<file path="src/rtl/usb_fs_host_tx.sv">
// Full-speed USB host transmitter: serializes bytes into NRZI, bit-stuffed D+/D- line states
// framed by SYNC and EOP, with one USB bit lasting BIT_SAMPLES clock cycles.
module usb_fs_host_tx #(
    parameter int BIT_SAMPLES = 4
) (
    input  logic       clk_i,
    input  logic       rst_i,
    input  logic [7:0] tx_data_i,
    input  logic       tx_last_i,
    input  logic       tx_valid_i,
    output logic       tx_ready_o,
    output logic       underrun_o,
    output logic       busy_o,
    output logic       tx_en_o,
    output logic       dp_tx_o,
    output logic       dn_tx_o
);

    localparam int            CW       = $clog2(BIT_SAMPLES);
    localparam logic [CW-1:0] LAST_CNT = CW'(BIT_SAMPLES - 1);
    localparam logic [7:0]    SYNC_PAT = 8'h80;

    typedef enum logic [2:0] {
        ST_IDLE,
        ST_SYNC,
        ST_DATA,
        ST_EOP_SE0,
        ST_EOP_J
    } state_t;

    state_t        state_q, state_d;
    logic [CW-1:0] cnt_q, cnt_d;
    logic [2:0]    bit_idx_q, bit_idx_d;
    logic [7:0]    shift_q, shift_d;
    logic          cur_last_q, cur_last_d;
    logic          hold_valid_q, hold_valid_d;
    logic [7:0]    hold_data_q, hold_data_d;
    logic          hold_last_q, hold_last_d;
    logic [2:0]    ones_q, ones_d;
    logic          dp_q, dp_d;
    logic          dn_q, dn_d;
    logic          en_q, en_d;
    logic          busy_q, busy_d;
    logic          underrun_q, underrun_d;
    logic          ready_q, ready_d;

    logic          accept_s;
    logic          wrap_s;
    logic          emit_s;
    logic          emit_bit_s;
    logic [2:0]    next_idx_s;

    // Next-state, bit sequencing, NRZI and stuffing decisions.
    always_comb begin
        state_d      = state_q;
        cnt_d        = cnt_q;
        bit_idx_d    = bit_idx_q;
        shift_d      = shift_q;
        cur_last_d   = cur_last_q;
        hold_valid_d = hold_valid_q;
        hold_data_d  = hold_data_q;
        hold_last_d  = hold_last_q;
        ones_d       = ones_q;
        dp_d         = dp_q;
        dn_d         = dn_q;
        en_d         = en_q;
        busy_d       = busy_q;
        underrun_d   = 1'b0;
        emit_s       = 1'b0;
        emit_bit_s   = 1'b0;
        accept_s     = tx_valid_i & ready_q;
        wrap_s       = (cnt_q == LAST_CNT);
        next_idx_s   = bit_idx_q + 3'd1;

        if (accept_s) begin
            hold_valid_d = 1'b1;
            hold_data_d  = tx_data_i;
            hold_last_d  = tx_last_i;
        end else begin
            hold_valid_d = hold_valid_q;
        end

        if (state_q == ST_IDLE) begin
            cnt_d = '0;
        end else if (wrap_s) begin
            cnt_d = '0;
        end else begin
            cnt_d = cnt_q + CW'(1);
        end

        case (state_q)
            ST_IDLE: begin
                if (hold_valid_q || accept_s) begin
                    state_d    = ST_SYNC;
                    busy_d     = 1'b1;
                    en_d       = 1'b1;
                    shift_d    = SYNC_PAT;
                    bit_idx_d  = 3'd0;
                    cur_last_d = 1'b0;
                    emit_s     = 1'b1;
                    emit_bit_s = SYNC_PAT[0];
                end else begin
                    en_d = 1'b0;
                end
            end
            ST_SYNC, ST_DATA: begin
                if (!wrap_s) begin
                    emit_s = 1'b0;
                end else if (ones_q == 3'd6) begin
                    // Six ones in a row: a stuffed zero precedes the next bit.
                    emit_s     = 1'b1;
                    emit_bit_s = 1'b0;
                end else if (bit_idx_q != 3'd7) begin
                    bit_idx_d  = next_idx_s;
                    emit_s     = 1'b1;
                    emit_bit_s = shift_q[next_idx_s];
                end else if (cur_last_q) begin
                    state_d   = ST_EOP_SE0;
                    bit_idx_d = 3'd0;
                    dp_d      = 1'b0;
                    dn_d      = 1'b0;
                end else if (hold_valid_q) begin
                    state_d      = ST_DATA;
                    shift_d      = hold_data_q;
                    cur_last_d   = hold_last_q;
                    hold_valid_d = 1'b0;
                    bit_idx_d    = 3'd0;
                    emit_s       = 1'b1;
                    emit_bit_s   = hold_data_q[0];
                end else begin
                    state_d    = ST_EOP_SE0;
                    underrun_d = 1'b1;
                    bit_idx_d  = 3'd0;
                    dp_d       = 1'b0;
                    dn_d       = 1'b0;
                end
            end
            ST_EOP_SE0: begin
                if (!wrap_s) begin
                    state_d = ST_EOP_SE0;
                end else if (bit_idx_q == 3'd1) begin
                    state_d = ST_EOP_J;
                    dp_d    = 1'b1;
                    dn_d    = 1'b0;
                end else begin
                    bit_idx_d = next_idx_s;
                end
            end
            ST_EOP_J: begin
                if (wrap_s) begin
                    state_d = ST_IDLE;
                    en_d    = 1'b0;
                    busy_d  = 1'b0;
                end else begin
                    state_d = ST_EOP_J;
                end
            end
            default: begin
                state_d = ST_IDLE;
                en_d    = 1'b0;
                busy_d  = 1'b0;
                dp_d    = 1'b1;
                dn_d    = 1'b0;
            end
        endcase

        // NRZI: a zero toggles the line and restarts the run of ones.
        if (emit_s) begin
            if (emit_bit_s) begin
                ones_d = ones_q + 3'd1;
            end else begin
                ones_d = 3'd0;
                dp_d   = ~dp_q;
                dn_d   = ~dn_q;
            end
        end else begin
            ones_d = ones_d;
        end

        ready_d = ~hold_valid_d &
                  ((state_d == ST_IDLE) || (state_d == ST_SYNC) || (state_d == ST_DATA));
    end

    // State and output registers.
    always_ff @(posedge clk_i or posedge rst_i) begin
        if (rst_i) begin
            state_q      <= ST_IDLE;
            cnt_q        <= '0;
            bit_idx_q    <= 3'd0;
            shift_q      <= 8'h00;
            cur_last_q   <= 1'b0;
            hold_valid_q <= 1'b0;
            hold_data_q  <= 8'h00;
            hold_last_q  <= 1'b0;
            ones_q       <= 3'd0;
            dp_q         <= 1'b1;
            dn_q         <= 1'b0;
            en_q         <= 1'b0;
            busy_q       <= 1'b0;
            underrun_q   <= 1'b0;
            ready_q      <= 1'b1;
        end else begin
            state_q      <= state_d;
            cnt_q        <= cnt_d;
            bit_idx_q    <= bit_idx_d;
            shift_q      <= shift_d;
            cur_last_q   <= cur_last_d;
            hold_valid_q <= hold_valid_d;
            hold_data_q  <= hold_data_d;
            hold_last_q  <= hold_last_d;
            ones_q       <= ones_d;
            dp_q         <= dp_d;
            dn_q         <= dn_d;
            en_q         <= en_d;
            busy_q       <= busy_d;
            underrun_q   <= underrun_d;
            ready_q      <= ready_d;
        end
    end

    assign tx_ready_o = ready_q;
    assign underrun_o = underrun_q;
    assign busy_o     = busy_q;
    assign tx_en_o    = en_q;
    assign dp_tx_o    = dp_q;
    assign dn_tx_o    = dn_q;

endmodule

</file>
<file path="config.mk">
export PLATFORM = sky130hd
export DESIGN_NAME = usb_fs_host_tx
export DESIGN_NICKNAME = d
export VERILOG_FILES = /design/src/rtl/usb_fs_host_tx.sv
export SDC_FILE = /design/constraint.sdc
export NUM_CORES = 1
export LEC_CHECK = 0
export BUFFER_PORTS_ARGS = -buffer_cell sky130_fd_sc_hd__buf_2
export CORE_MARGIN = 2
export CORE_UTILIZATION = 50
export CTS_BUF_LIST = sky130_fd_sc_hd__clkbuf_2
export CTS_CLUSTER_SIZE = 20
export DETAILED_ROUTE_END_ITERATION = 8
export GPL_ROUTABILITY_DRIVEN = 0
export PLACE_DENSITY = 0.69
export RECOVER_POWER = 25
export SYNTH_ARGS = -nofsm -noshare
export SYNTH_HDL_FRONTEND = slang
export SYNTH_SLANG_ARGS = --single-unit
</file>
<file path="constraint.sdc">
create_clock -name clk_i -period 3 [get_ports clk_i]
set_clock_uncertainty 0.2 [all_clocks]
set_input_delay 0.6 -clock clk_i [delete_from_list [all_inputs] [get_ports clk_i]]
set_output_delay 0.6 -clock clk_i [all_outputs]
set_load 0.02 [all_outputs]
</file>
---- Word-level counts from Yosys, hierarchy flattened ----
Index checks and enable logic that the tools add are counted.
cells by class
  eq/ne operators ......................... 19
  add/sub/neg operators ................... 3
  reduce and logical (&&, ||, !) cells .... 15
  order comparisons ....................... 1
  multiplexer cells ....................... 86
  bitwise logic cells ..................... 6
operator list
  cell                 count
  $mux 1               54
  $mux 8               6
  $mux 3               14
  $ne 2x2->1 const B   8
  $pmux 8 s2           1
  $pmux 1 s3           4
  $pmux 3 s4           1
  $eq 3x1->1 const B   3
  $eq 3x2->1 const B   3
  $pmux 3 s3           1
  $reduce_and 7->1     1
  $add 3x1->3 const B  2
  $eq 3x3->1 const B   2
  $logic_not 3->1      2
  $reduce_and 6->1     1
  $reduce_and 5->1     1
  $lt 3x4->1 const B   1
  $mux 2               2
  $not 1->1            4
  $pmux 1 s2           2
  $reduce_or 2->1      2
  $bmux 1 s3           1
  $logic_or 1x1->1     3
  $ne 3x3->1 const B   1
  other kinds (9)      10
word-level totals
  register bits ........................... 36
  output and inout port bits .............. 6
  logic and storage cells ................. 145

---- Logic depth before layout (Yosys ltp) ----
Gate-level depths: netlist of the first run.
  word-level depth ........................ 10
  gate-level depth with buffers ........... 8

---- Least setup slack after synthesis of the first run ----
No wires, ideal clock.
  path type ............................... reg-to-reg
  from .................................... register bit_idx_q[0]
  to ...................................... register ones_q[2]
  stages on the path, launching flop included .. 8
  setup time .............................. 0.118 ns
  path buffers ............................ 0
  path slack .............................. 0.731 ns
  arrival ................................. 1.951 ns
  clock period less this slack ............ 2.269 ns
  cell sequence ........................... dfrtp_1 ha_1 ha_1 mux4_1 mux2_2 o2111ai_4 o21bai_1 a21o_1
between the ends
  word-level cells in the longest chain between the ends .. 8
  elaborated cells between the ends (all ways) .. 13
  classes of those cells .................. add/sub (1); eq/ne (1); mux (11)
ends and longest elaborated chain
  item                          RTL line  text
  from (decl)                   33        logic [2:0] bit_idx_q, bit_idx_d;
  from (signal assigned)        205       bit_idx_q <= bit_idx_d;
  $add 3x1->3                   73        next_idx_s = bit_idx_q + 3'd1;
  $bmux 1 s3                    116       emit_bit_s = shift_q[next_idx_s];
  $mux 1 (implied by the code)  116
  $mux 1                        113       end else if (bit_idx_q != 3'd7) begin
  $mux 1                        109       end else if (ones_q == 3'd6) begin
  $mux 1                        107       if (!wrap_s) begin
  $mux 1                        --
  $mux 3                        169       if (emit_bit_s) begin
  to (signal assigned)          211       ones_q <= ones_d;
  to (decl)                     39        logic [2:0] ones_q, ones_d;
Parallel ways exist; a longest one is shown, timed or not. The select of a mux whose other input is x is not followed.
A chain may end at the register's enable or synchronous reset.

---- Worst setup path after layout of the first run ----
  from .................................... register bit_idx_q[0]
  to ...................................... register dp_q, in the netlist dp_tx_o
between the ends
  word-level cells in the longest chain between the ends .. 9
  elaborated cells between the ends (all ways) .. 21
  classes of those cells .................. add/sub (1); eq/ne (2); mux (18)
ends and longest elaborated chain
  item                          RTL line  text
  $add 3x1->3                   73
  $bmux 1 s3                    116
  $mux 1 (implied by the code)  116
  $mux 1                        113
  $mux 1                        109
  $mux 1                        107
  $mux 1                        --
  $mux 1                        169
  $mux 1 (*)                    168       if (emit_s) begin
  via dp_d                      40        logic dp_q, dp_d;
  to (signal assigned)          212       dp_q <= dp_d;
  to (decl)                     40
The timed path passes the listed nets; every way through them passes the cells marked *. The select of a mux whose other input is x is not followed.

==> metrics.md, run 1 <==
| Metric | Value |
|---|---|
| Multiplexer share of the synthesized area | `12.37%` |
| CTS tree | `built` |
| Crit-path max cell delay | `0.56 ns` |
| Pleak | `0.0009357 uW` |
| Clk_lat worst skew | `0.42 ns` |
| DRT iter0 DRCs | `104` |
| Die area | `4225 um^2` |
| Initial antenna violation count | `0` |
| VDD IR max | `0.3062 mV` |
| Switching fraction of total power | `39.06%` |
| Total CTS buffers | `5` |
| Area of the multi-input gates | `897.1 um^2` |
| Slew @ Worst Pin | `1.876 ns` |
| Worst r2r src | `bit_idx_q[0]` |
| Crit path launch type | `flop` |
| Worst slew margin | `-25.08%` |
| Cell-internal power | `898.7 uW` |
| Core footprint | `3606 um^2` |
| Top cell type's share of synthesized area | `45.73%` |
| Register bit total from synthesis | `36` |
| # clock sinks | `36` |
| Total GRT Usage | `20.21%` |
| Slowest CP cell | `o31ai_1` |
| Worst Hold Class | `in2reg` |
| Avg Cell Area, Syn | `11.14 um^2` |
| Sw power | `576.1 uW` |
| Final wirelength | `3.675 mm` |
| H-tree Lvls | `2` |
| FF-to-FF setup slack | `0.49 ns` |
| Setup crit start | `bit_idx_q[0]` |
| Most frequent cell on the critical path | `ha_1` |
| Worst path top cell family by delay | `compound AO/OA/AOI/OAI gates` |
| Layout cell share with drive strength beyond 1 | `25.27%` |
| Final Max Slew Viols | `37` |
| Final Hold Vio Count | `0` |
| Post-Synth XOR/XNOR Area | `0%` |
| Pre-antenna DRT Iters | `4` |
| # fillers | `312` |
| Clk network pwr share | `16.2%` |
| Mapped cell area | `1861 um^2` |
| Fmax | `398.8 MHz` |
| Synth Area in Adders | `5.245%` |
| Post-CTS setup buffer count | `0` |
| Starting Density | `51.60%` |
| Largest net degree at the start of global routing | `37` |
| Post-synthesis compound-gate area fraction | `17.55%` |
| Setup violations, final | `0` |
| WP data required | `3.15 ns` |
| Die width | `65 um` |
| Max_cap viols | `1` |
| Most common cell after layout, fill and taps aside | `dfrtp_1` |
| Hold WS | `0.1916 ns` |
| Clock tree buffer depth | `2` |
| Final period util | `83.58%` |
| Post-route setup TNS | `0 ns` |
| Die height | `65 um` |
| RSZ-0062 raised after global routing | `no` |
| Remaining DRCs | `0` |
| NumNets Final | `204` |
| Status | `finished with violations` |
| Buffers on Ports | `17` |
| Levels on crit path | `6` |
| Detail Placement HPWL | `2.676 mm` |
| Main combinational cell family by area after synthesis | `compound AO/OA/AOI/OAI gates` |
| Syn. warnings | `0` |
| Most frequent cells in the layout | `34 x dfrtp_1, 17 x buf_2, 14 x mux2_2, 14 x nor2_1, 10 x nand2_1` |
| Vias in the first global route | `1,420` |
| DR vias/cell | `5.987` |
| Crit path to | `dp_tx_o` |
| Global-route wire length before repair | `6.492 mm` |
| Synth Flop Type | `dfrtp_1` |
| Synth Instances | `167` |
| Crit-path max FO | `8` |
| Worst Setup Path Type | `reg2reg` |
| Reg area | `903.4 um^2` |
| Syn_nets | `186` |
| IO Pins | `18` |
| Root buf cell | `clkbuf_2` |
| Clock-pin transition on the worst setup and hold timing paths | `0.21 ns` |
| Drt wl/cell | `15.71 um` |
| Min Tclk post-route | `2.507 ns` |
| Cell taking the most area after synthesis | `dfrtp_1` |
| Floorplan row count | `22` |
| Synth Area in Simple Gates | `13.05%` |
| Asr flop ratio synth | `100.0%` |
| Count of flip-flops with a built-in enable after synthesis | `0` |
| PD cells | `727.2 nW/um^2` |
| Worst path cell trace | `ha_1 > ha_1 > a311oi_1 > o31ai_1 > nand2b_2 > mux2i_1` |
| Reg2reg end | `dp_tx_o` |
| Register area share after synthesis | `48.55%` |
| Failing checks | `capacitance limit, slew limit` |
| Area contributors post-synth | `dfrtp_1 46%, mux2_2 8.5%, ha_1 4.7%` |
| ANT nets after route | `0` |
| WP buf/inv | `0` |
| # diodes | `0` |
| Hold Buf Count CTS | `0` |
| Combinational Power Share | `36.4%` |
| CP arrival | `2.66 ns` |
| Worst reg2reg path depth | `6` |
| Crit end category | `flop` |
| Post-synth cell types | `47` |
| Post-CTS Resized | `0` |
| Share of power burned in registers | `47.4%` |
| Vias | `1,401` |
| Area grow syn2layout | `9.012%` |
| Grt ovf | `0` |
==> cells by family (layout without fill, tap and decap cells) <==
group,Yosys count,in the layout
and+or+nand+nor,48,48
AOI/OAI and AO/OA,42,42
DFF,36,36
muxes,18,18
buffers and inverters,15,34
adders and majority gates,8,8
==> routing by layer <==
metal  vias to the layer above  track usage, %  part of all wire (%)
met5                         -               0                     0
met4                         0           8.245                   2.0
met3                         8           4.688                   5.6
met2                        48           33.51                    48
met1                       697           25.46                    44
li1                        648               -                     -
==> worst min-delay path by stage <==
stage	start	to	cells after the start	slack (ns)
after floorplan	cnt_q[0]	cnt_q[0]	1	0.21
after global placement	cnt_q[0]	cnt_q[0]	1	0.22
after detailed placement	cnt_q[0]	cnt_q[0]	1	0.24
after CTS	rst_i	hold_last_q	3	0.05
after global routing	tx_data_i[7]	hold_data_q[7]	2	0.18
final	tx_data_i[4]	hold_data_q[4]	2	0.19
==> state kept, by name (all words and copies together), names as in the netlist, 2 cells and up <==
register and count:
ones_q 3, shift_q 8, hold_data_q 8, cnt_q 2
state_q 3, bit_idx_q 3
==> power by group through the flow <==
stage | clock (uW) | sequential, uW | combinational, uW
after floorplan | 0 | 699 | 406
after global placement | 0 | 700 | 516
after detailed placement | 0 | 708 | 533
after CTS | 242 | 698 | 536
after global routing | 261 | 715 | 596
final | 238 | 699 | 537
==> per-stage QoR <==
stage / worst slack (ns) / utilization [%] / instances / power, uW / area, um^2
global route: 0.4118 / 56.25 / 234 / 1572 / 2028
CTS: 0.5239 / 56.35 / 234 / 1476 / 2032
global placement: 0.6473 / 55.00 / 226 / 1216 / 1983
detailed placement: 0.5510 / 55.00 / 226 / 1241 / 1983
floorplan: 0.7309 / - / 167 / 1105 / 1861
finish: 0.4926 / 56.25 / 234 / 1475 / 2028
==> area by class of cell <==
cell class / instances / share of cell area (%)
inverters: 8 / 1.481
clock inverters: 3 / 1.172
repair buffers: 18 / 4.380
multi-input cells: 116 / 44.23
flip-flops and latches: 36 / 44.54
clock buffers: 5 / 1.234
well taps: 48 / 2.961
==> synthesized netlist by cell type (2+ instances only) <==
cell      count
o21ai_0       7
a21oi_1       5
dfrtp_1      34
clkbuf_1      3
a22o_1        8
mux4_1        2
inv_1         8
dfstp_2       2
nand2_1      10
mux2_2       14
a21o_1        2
buf_2         2
a31oi_1       2
nand3_1       4
a311oi_1      2
ha_1          7
or2_2         2
nor3_1        2
nand2b_1      3
nor2b_1       2
and3_1        2
nor2_1       14
a211oi_1      4
mux2i_1       2
or3_1         2
Power figures use the tool's default switching activity.
==> run 2, diff against run 1 <==
ABC_AREA = 1   (was unset)
clock period = 2.5 ns   (was 3 ns; I/O delays follow)
==> run 2 against run 1 <==
  * The run now ends clean
  * Synthesized cell count increased by 35%
  * Highest routed layer unchanged
  * Worst hold slack lost 0.094 ns
  * Sequential cell count stayed put
  * Design area rose by 2.1%
  * Power grew 78%
  * Count of clock-buffer cells in the layout rose by 1
  * Sequential share of layout area fell by 0.92 points
  * Fmax rose by 24%
  * Sequential power is 40% higher
  * Clock power rose by 8.8%
==> metrics.md, run 2 <==
| Metric | Value |
|---|---|
| Status | `finished, final reports clean` |
| Syn. warnings | `0` |
| Clock-pin transition on the worst setup and hold timing paths | `0.17 ns` |
| Sw power | `1256 uW` |
| Crit-path max FO | `16` |
| Pleak | `0.001090 uW` |
| Post-synth cell types | `29` |
| Most common cell in the netlist | `nand2_1` |
| DP Area | `2022 um^2` |
| Die width | `65.49 um` |
| # diodes | `0` |
| Final wirelength | `3.478 mm` |
| Final period util | `80.93%` |
| Synth Instances | `226` |
| Layout cell share with drive strength beyond 1 | `19.12%` |
| Die area | `4289 um^2` |
| CTS tree | `built` |
| Die height | `65.49 um` |
| ANT nets after route | `0` |
| Grt ovf | `0` |
| Gr busiest metal | `met2` |
| Post-CTS setup buffer count | `0` |
| Worst slew margin | `43.21%` |
| Global-route wire length before repair | `6.175 mm` |
| Register bit total from synthesis | `36` |
| RSZ-0062 raised after global routing | `no` |
| Switching fraction of total power | `47.81%` |
| Clk network pwr share | `9.9%` |
| Final Worst Setup Slack | `0.4767 ns` |
| Min Tclk post-route | `2.023 ns` |
| Worst Setup Path Type | `reg2reg` |
| CP arrival | `2.15 ns` |
| Vias | `1,477` |
| H-tree Lvls | `2` |
| Clock tree buffer depth | `2` |
| Asr flop ratio synth | `100.0%` |
| Pre-antenna DRT Iters | `4` |
| Combinational Power Share | `52.8%` |
| Post-CTS Resized | `0` |
| Worst Hold Class | `in2reg` |
| Drt wl/cell | `11.63 um` |
| # clock sinks | `36` |
| Clk_lat worst skew | `0.38 ns` |
| Cell-internal power | `1371 uW` |
| Crit end category | `flop` |
| WP data required | `2.62 ns` |
| Initial antenna violation count | `0` |
| PD cells | `1268 nW/um^2` |
| Post-route setup TNS | `0 ns` |
| Synth Flop Type | `dfrtp_1` |
| Register area share after synthesis | `47.78%` |
| Core footprint | `3661 um^2` |
| Mapped cell area | `1891 um^2` |
| Area contributors post-synth | `dfrtp_1 45%, nand2_1 13%, inv_1 6.6%` |
| Most common cell after layout, fill and taps aside | `nand2_1` |
| DRT iter0 DRCs | `86` |
| Area grow syn2layout | `9.530%` |
| Syn_nets | `245` |
| Final Hold Vio Count | `0` |
| Cell taking the most area after synthesis | `dfrtp_1` |
| Floorplan row count | `22` |
| Avg Cell Area, Syn | `8.365 um^2` |
| Slew @ Worst Pin | `0.8519 ns` |
| Most frequent cells after synthesis | `67 x nand2_1, 34 x dfrtp_1, 33 x inv_1` |
| Count of flip-flops with a built-in enable after synthesis | `0` |
| # fillers | `356` |
| Share of power burned in registers | `37.3%` |
| Detail Placement HPWL | `2.646 mm` |
| Largest net degree at the start of global routing | `37` |
| Most frequent cells in the layout | `67 x nand2_1, 34 x dfrtp_1, 33 x inv_1` |
| Root buf cell | `clkbuf_2` |
| Grt met2 use | `30.87%` |
| DR vias/cell | `4.940` |
| Crit path launch type | `flop` |
| Final Max Slew Viols | `0` |
| VDD IR max | `0.5475 mV` |
| Place WS | `0.5138 ns` |
| Setup violations, final | `0` |
| Max_cap viols | `0` |
| Buffers on Ports | `17` |
| M3 GR Usage | `5.651%` |
| Total CTS buffers | `5` |
| Vias in the first global route | `1,424` |
| Remaining DRCs | `0` |
| Met1 GRT Util | `23.92%` |
| Total GRT Usage | `18.88%` |
| Starting Density | `51.64%` |
| Design Area, Final | `2071 um^2` |
| Top cell type's share of synthesized area | `45.00%` |
| Fmax | `494.2 MHz` |
| Biggest regs | `hold_data_q (8), shift_q (8)` |
| NumNets Final | `269` |
| IO Pins | `18` |
-- run 2: changes by cell type after synthesis, sizes merged, moves of 8 or more --
cell	before	now
o21ai	8	24
a22o	8	0
nand3	4	19
nand2	10	69
inv	8	34
mux2	14	0
-- run 2: worst max-delay path, cell delays in order (launching register included) --
cell and delay, ns:
dfrtp_1 0.50, ha_1 0.22, ha_1 0.18, inv_1 0.10, o21ai_4 0.16, nand2_2 0.10
nor2_8 0.27, nand3_1 0.16, o21ai_2 0.08
-- run 2: timing repair --
action                     CTS  global route
hold buffers                 1             0
hold endpoints to repair    34             0
setup endpoints to repair    0             0
-- run 2: logic make-up (layout without fill, tap and decap cells) --
group,count (synthesis),in the layout,synth area share (%)
AND/OR/NAND/NOR,106,106,25.55
AO/OA/AOI/OAI,38,38,12.97
buffers and inverters,38,63,8.603
flip-flops,36,36,47.78
adder cells (fa/ha/maj),7,7,4.632
XOR/XNOR,1,1,0.4634
-- run 2: per-stage QoR --
stage | hold WS (ns) | total power [uW] | utilization, % | std cells
finish | 0.09717 | 2627 | 56.56 | 299
global route | 0.06066 | 2916 | 56.56 | 299
global placement | 0.2291 | 2351 | 55.23 | 290
floorplan | 0.2138 | 2101 | - | 226
CTS | 0.07329 | 2651 | 56.63 | 299
detailed placement | 0.2398 | 2384 | 55.23 | 290
-- run 2: power by group through the flow --
| stage | logic [uW] | registers, uW | clock network, uW |
|---|---|---|---|
| global placement | 1360 | 990 | 0 |
| floorplan | 1090 | 1010 | 0 |
| finish | 1390 | 981 | 259 |
| CTS | 1400 | 984 | 272 |
| detailed placement | 1390 | 997 | 0 |
| global route | 1600 | 1020 | 297 |
-- run 2: worst paths after layout --
path / startpoint / end / slack [ns] / cells past startpoint
setup / recovery: bit_idx_q[0] / shift_q[3] / 0.48 / 8
max in group asynchronous: rst_i / ones_q[2] / 0.88 / 4
hold reg to reg: cnt_q[0] / cnt_q[0] / 0.27 / 1
setup reg to reg: bit_idx_q[0] / shift_q[3] / 0.48 / 8
hold / removal: tx_data_i[5] / hold_data_q[5] / 0.1 / 3
min in group asynchronous: rst_i / hold_data_q[7] / 0.69 / 4
-- run 2: layout make-up --
type                            count  area, um^2  share of cell area, %
Clock buffer                        6       30.03                  1.450
Clock inverter                      2       11.26                 0.5438
Inverter                           35       133.9                  6.465
Multi-Input combinational cell    152       824.5                  39.82
Sequential cell                    36       903.4                  43.63
Tap cell                           48       60.06                  2.900
Timing Repair Buffer               20       107.6                  5.196
-- run 2: layer usage --
metal | vias up | share of wire [%]
li1 | 763 | -
met1 | 689 | 47
met2 | 20 | 48
met3 | 5 | 3.9
met4 | 0 | 1.4
met5 | - | 0
